===== src/rtl/fetch_pkg.sv =====
// Shared definitions for the RV32I fetch stage: datapath width, instruction
// size, FSM state encoding and the target alignment test.
// Latency: n/a (definitions only). Backpressure: n/a.
package fetch_pkg;

    localparam int XLEN = 32;

    // Byte size of one RV32I instruction; no compressed instructions exist.
    localparam logic [XLEN-1:0] INSN_BYTES = 32'd4;

    typedef enum logic [2:0] {
        ST_REQ,
        ST_WAIT,
        ST_HOLD,
        ST_DRAIN,
        ST_FAULT
    } state_t;

    // A fetch target is legal only on a 4-byte boundary.
    function automatic logic is_aligned(input logic [1:0] addr_lo);
        return addr_lo == 2'b00;
    endfunction

endpackage


===== src/rtl/fetch.sv =====
// RV32I fetch stage: owns the PC, fetches one word at a time, buffers it for decode.
// Latency: >=3 cycles per insn (REQ -> WAIT -> HOLD) with a zero-wait memory.
// Backpressure: insn_ready low holds the buffered insn and stops fetching; one request max in flight.
//
// Ports:
//   clk, rst                         clock, synchronous active-high reset
//   imem_req/addr/gnt                request channel to instruction memory
//   imem_rvalid/rdata                response channel from instruction memory
//   redirect/redirect_pc             PC redirect from execute, highest priority
//   insn_valid/ready, insn, insn_pc  handshake and payload towards decode
//   fetch_fault                      sticky flag: redirect target was misaligned
module fetch
    import fetch_pkg::*;
#(
    parameter logic [31:0] RESET_PC = 32'h0000_0000
) (
    input  logic        clk,
    input  logic        rst,
    output logic        imem_req,
    output logic [31:0] imem_addr,
    input  logic        imem_gnt,
    input  logic        imem_rvalid,
    input  logic [31:0] imem_rdata,
    input  logic        redirect,
    input  logic [31:0] redirect_pc,
    output logic        insn_valid,
    input  logic        insn_ready,
    output logic [31:0] insn,
    output logic [31:0] insn_pc,
    output logic        fetch_fault
);

    state_t      state;
    state_t      state_nxt;
    logic [31:0] pc;
    logic [31:0] pc_nxt;
    logic        hold_vld;     // registered copy of (state == ST_HOLD)
    logic        gnt_ok;
    logic        redir_ok;
    logic        redir_bad;
    logic        capture;

    // A grant only counts while a request is actually being driven; right
    // after reset the request flop is still low.
    assign gnt_ok    = imem_req & imem_gnt;
    assign redir_ok  = redirect & is_aligned(redirect_pc[1:0]);
    assign redir_bad = redirect & ~is_aligned(redirect_pc[1:0]);

    // Redirect kills the buffered insn combinationally so decode never
    // accepts a wrong-path word in the redirect cycle.
    assign insn_valid = hold_vld & ~redirect;
    assign imem_addr  = pc;

    // A response is kept only when no redirect of any kind arrives with it.
    assign capture = (state == ST_WAIT) & imem_rvalid & ~redirect;

    always_comb begin
        state_nxt = state;
        pc_nxt    = pc;

        case (state)
            ST_REQ:   if (gnt_ok) state_nxt = ST_WAIT;
            ST_WAIT:  if (imem_rvalid) begin
                          state_nxt = ST_HOLD;
                          pc_nxt    = pc + INSN_BYTES;
                      end
            ST_HOLD:  if (insn_ready) state_nxt = ST_REQ;
            ST_DRAIN: if (imem_rvalid) state_nxt = ST_REQ;
            ST_FAULT: state_nxt = ST_FAULT;
            default:  state_nxt = ST_REQ;
        endcase

        // Redirect overrides normal progress everywhere except FAULT.
        if (state != ST_FAULT) begin
            if (redir_bad) begin
                state_nxt = ST_FAULT;
                pc_nxt    = pc;
            end else if (redir_ok) begin
                pc_nxt = redirect_pc;
                case (state)
                    // Ungranted request: simply retarget the pending request.
                    ST_REQ:   state_nxt = gnt_ok ? ST_DRAIN : ST_REQ;
                    // A wrong-path response is still owed unless it is here now.
                    ST_WAIT:  state_nxt = imem_rvalid ? ST_REQ : ST_DRAIN;
                    ST_HOLD:  state_nxt = ST_REQ;
                    ST_DRAIN: state_nxt = imem_rvalid ? ST_REQ : ST_DRAIN;
                    default:  state_nxt = ST_FAULT;
                endcase
            end
        end
    end

    always_ff @(posedge clk) begin
        if (rst) begin
            state       <= ST_REQ;
            pc          <= RESET_PC;
            imem_req    <= 1'b0;
            hold_vld    <= 1'b0;
            insn        <= 32'h0;
            insn_pc     <= 32'h0;
            fetch_fault <= 1'b0;
        end else begin
            state    <= state_nxt;
            pc       <= pc_nxt;
            imem_req <= (state_nxt == ST_REQ);
            hold_vld <= (state_nxt == ST_HOLD);
            if (capture) begin
                insn    <= imem_rdata;
                insn_pc <= pc;
            end
            if (redir_bad && (state != ST_FAULT)) begin
                fetch_fault <= 1'b1;
            end
        end
    end

endmodule

===== config.mk =====
export PLATFORM = sky130hd
export DESIGN_NAME = fetch
export DESIGN_NICKNAME = d
export VERILOG_FILES = /design/src/rtl/fetch_pkg.sv /design/src/rtl/fetch.sv
export SDC_FILE = /design/constraint.sdc
export NUM_CORES = 1
export LEC_CHECK = 0
export BUFFER_PORTS_ARGS = -buffer_cell sky130_fd_sc_hd__buf_2
export CAP_MARGIN = 0
export CORE_MARGIN = 4
export CORE_UTILIZATION = 44
export DETAILED_ROUTE_END_ITERATION = 12
export PLACE_DENSITY = 0.75
export SYNTH_ARGS = -nofsm -noshare
export SYNTH_HDL_FRONTEND = slang
export SYNTH_SLANG_ARGS = --single-unit

===== constraint.sdc =====
create_clock -name clk -period 1.86 [get_ports clk]
set_clock_uncertainty 0.05 [all_clocks]
set_input_delay 0.093 -clock clk [delete_from_list [all_inputs] [get_ports clk]]
set_output_delay 0.093 -clock clk [all_outputs]
set_load 0.1 [all_outputs]

==> results by group <==
Synthesis
  • Post-synthesis mux area share: less than 1%
  • Commonest cells post-synth: nand2_1 (149), dfxtp_1 (102), a21oi_1 (79)
  • Synth top area cells: dfxtp_1 (47%), nand2_1 (13%), a21oi_1 (9.0%)
  • XOR/XNOR Fraction of Synth Area: 0.200%
  • Most common cell in the netlist: nand2_1
  • Simple-Gate Fraction of Synth Area: between 20% and 30%
  • Syn nets: just over 600
  • Synth Cell Area: 4380 sq um
  • Post-synth ARST share: 0%
  • Primary FF master, synth: dfxtp_1
  • Mean Syn Cell Area: 7.97 sq um
  • Post-synth EDFFs: 0
  • Ys Warns: 0
  • Post-synth top area share: between 40% and 50%
  • Sequential area share after synthesis: a little under half
  • Main combinational cell family by area after synthesis: simple AND/OR/NAND/NOR gates
  • Yosys reg bits: roughly 100
  • Syn Inst Count: 550
  • Adder-Cell Fraction of Synth Area: 0.285%
  • Yosys cell types: 50
  • Compound-Gate Fraction of Synth Area: just over 20%
  • Area leader, netlist: dfxtp_1

Floorplanning
  • Die width: 108 microns
  • Die Height: 108 microns
  • I/O pin count: 169
  • Die area: 11600 sq um
  • Core Area: 9730 sq um
  • Rows: 36
  • Starting Density: 45.1%

Timing
  • Worst slew margin: 56.7%
  • Post-route minimum period: 1.82 ns
  • Slew @ Worst Pin: 0.649 ns
  • Fmax achieved: 548 MHz
  • Hold WS: 0.0134 ns
  • Final Max Tran Viols: 0
  • Final setup violation count: 0
  • Final hold vios: 0
  • Final worst-path setup slack: 0.0365 ns
  • RSZ-0062 raised after global routing: yes
  • Final Cycle Share: 98.0%

Clocking
  • Worst-skew pair later-pin latency: 0.38 ns
  • Clock Tree Buf Depth: 2
  • Clk sinks: 102
  • CTS tree: done
  • H-tree depth: 3
  • Reg clk slew, reported paths: 0.10 ns
  • CTS buffer count: 9
  • Root Buffer: clkbuf_8

Worst setup path
  • Crit path DAT: 2.04 ns
  • Worst path slowest cell: or3b_4
  • Buf+Inv Stages, Crit Path: 0
  • R2R Path Start: state[0]
  • Required time of the critical path: 2.08 ns
  • Worst path top cell family by delay: simple AND/OR/NAND/NOR gates
  • CP startpoint kind: flip-flop
  • Reg-to-reg critical path endpoint: imem_addr[9]
  • CP cell instances: or3b_4, and2_4, nor3_4, a311oi_1, nor4b_1
  • Setup crit end kind: flip-flop
  • Maximum net fanout on the critical path: 6
  • Slowest stage delay, CP: around 0.40 ns
  • R2R depth: 5
  • Reg2reg setup slack: 0.04 ns
  • WS Path Type: flip-flop to flip-flop

Min path
  • Min-delay src: redirect_pc[13]
  • Hold depth: 3
  • Hold Path End: imem_addr[13]
  • Hold crit path type: input pin to flip-flop

Cells and area
  • Final Util: 66.0%
  • Design Area, Final: about 6400 sq um
  • Synthesis-to-finish area growth: 46.4%
  • Fillcell total: just over 800
  • Antenna cells: 0
  • Final nets: 846
  • Share of cells above drive strength 1: a little over a third

Route
  • First-pass DRT Iterations: 5
  • Total number of vias: approximately 5000
  • Final antenna-violating net count: 0
  • # DRC: 0
  • Detailed Route WL: 14900 microns
  • WL/cell: 16.3 microns
  • Vias/cell: 5.42
  • Starting DRT DRC Count: 385

Flow run
  • Number of max-cap violations: 0

Global route
  • Vias in the first global route: 4789
  • Total GRT Usage: about a quarter
  • Initial antenna violation count: 0
  • GR Overflow Total: 0
  • Largest net degree at the start of global routing: a little over 80
  • First-pass GRT wire length: 23500 microns

Pwr
  • Static leakage: 2.71 nW
  • Cell Pwr Density: approximately 700 nW/um^2
  • Worst IR Drop VDD: approximately 400 uV

Placed design
  • Routability Congestion: 0.897
  • Post-place setup slack: -0.107 ns
  • Instance area at placement: about 5600 sq um
  • Buffers added on ports: 168
  • Post-DP HPWL: 10000 microns

Outcome
  • Status: finished clean
## sequential cells by signal, summed over array words and instances, names as in the netlist
signal       flops
insn            32
hold_vld         1
fetch_fault      1
state            3
imem_req         1
imem_addr       32
insn_pc         32
## worst register-to-register path, cell delays in order (launching register included)
cell and delay (ns):
dfxtp_4 0.37, or3b_4 0.40, and2_4 0.21, nor3_4 0.25, a311oi_1 0.12, nor4b_1 0.31
## cells in the final DEF, fill, tap and decap left out, drive strengths merged, types with 2 or more instances in the layout
cell         synthesis  layout
buf                  8     209
nand2              149     149
dfxtp              102     102
a21oi               79      79
dlygate4sd3          0      45
nor2                24      24
a211oi              24      24
o21ai               20      20
and3                12      12
clkbuf              32      11
nand4               10      10
nand3               10      10
and4                 9       9
nor4                 9       9
nor3                 8       8
and2                 7       7
a311oi               5       5
inv                  3       5
o221ai               4       4
o22ai                3       3
nor2b                2       2
nor3b                2       2
o31a                 2       2
a31o                 2       2
o211ai               2       2
clkinv               0       2
nand2b               2       2
or3b                 2       2
a2111oi              2       2
or4                  2       2
## cell type report
cell class,count,area (sq um),share of cell area (%)
Timing Repair Buffer,254,1640,25.6
Clock inverter,5,40.0,0.624
Sequential cell,102,2120,33.1
Clock buffer,11,153,2.38
Tap cell,133,166,2.59
Multi-Input combinational cell,405,2280,35.6
Inverter,3,11.3,0.175
## stage by stage
stage	total power [mW]	cells	TNS (ns)
2_1_floorplan	2.78	550	-1.42
3_3_place_gp	2.98	846	0
3_5_place_dp	2.99	846	-0.206
4_1_cts	4.42	908	0
5_1_grt	4.58	913	-0.204
6_report	4.40	913	0
## where the power goes
group / internal (mW) / switching [mW] / total, mW
combinational: 0.253 / 0.500 / 0.753
sequential: 2.21 / 0.0640 / 2.28
clock: 0.579 / 0.788 / 1.37
total: 3.05 / 1.35 / 4.40
## metal layers
layer | GRT usage [%] | share of wire, % | up-vias
met5 | 0 | 0 | -
met3 | 4.62 | 6.7 | 40
met1 | 31.4 | 41 | 2300
li1 | - | - | 2395
met2 | 42.5 | 48 | 215
met4 | 12.1 | 3.5 | 0
## worst max-delay path by stage
stage                     cells past startpoint  slack [ns]       endpoint           from
after floorplan                               6       -0.19  imem_addr[28]   imem_addr[2]
after global placement                        5        0.03  imem_addr[15]       state[0]
after detailed placement                      5       -0.11  imem_addr[15]       state[0]
after CTS                                     5       0.009   imem_addr[9]       state[0]
after global routing                          5        -0.1  imem_addr[28]  imem_addr[23]
final                                         5        0.04   imem_addr[9]       state[0]
## what timing repair did
action | in CTS | in global routing
hold endpoints to repair | 45 | 0
pin swaps | 1 | 14
resized for setup | 4 | 19
endpoints found under the setup margin | 8 | 22
hold buffers | 45 | 0
buffers inserted | 1 | 5
## cell families (layout without fill, tap and decap cells)
kind of cell,count (synthesis),after routing
AOI/OAI and AO/OA,149,149
muxes,2,2
DFF,102,102
xor gates and xnor gates,1,1
and+or+nand+nor,252,252
adders and majority gates,1,1
buffers and inverters,43,273
(Power assumes the default switching activity.)
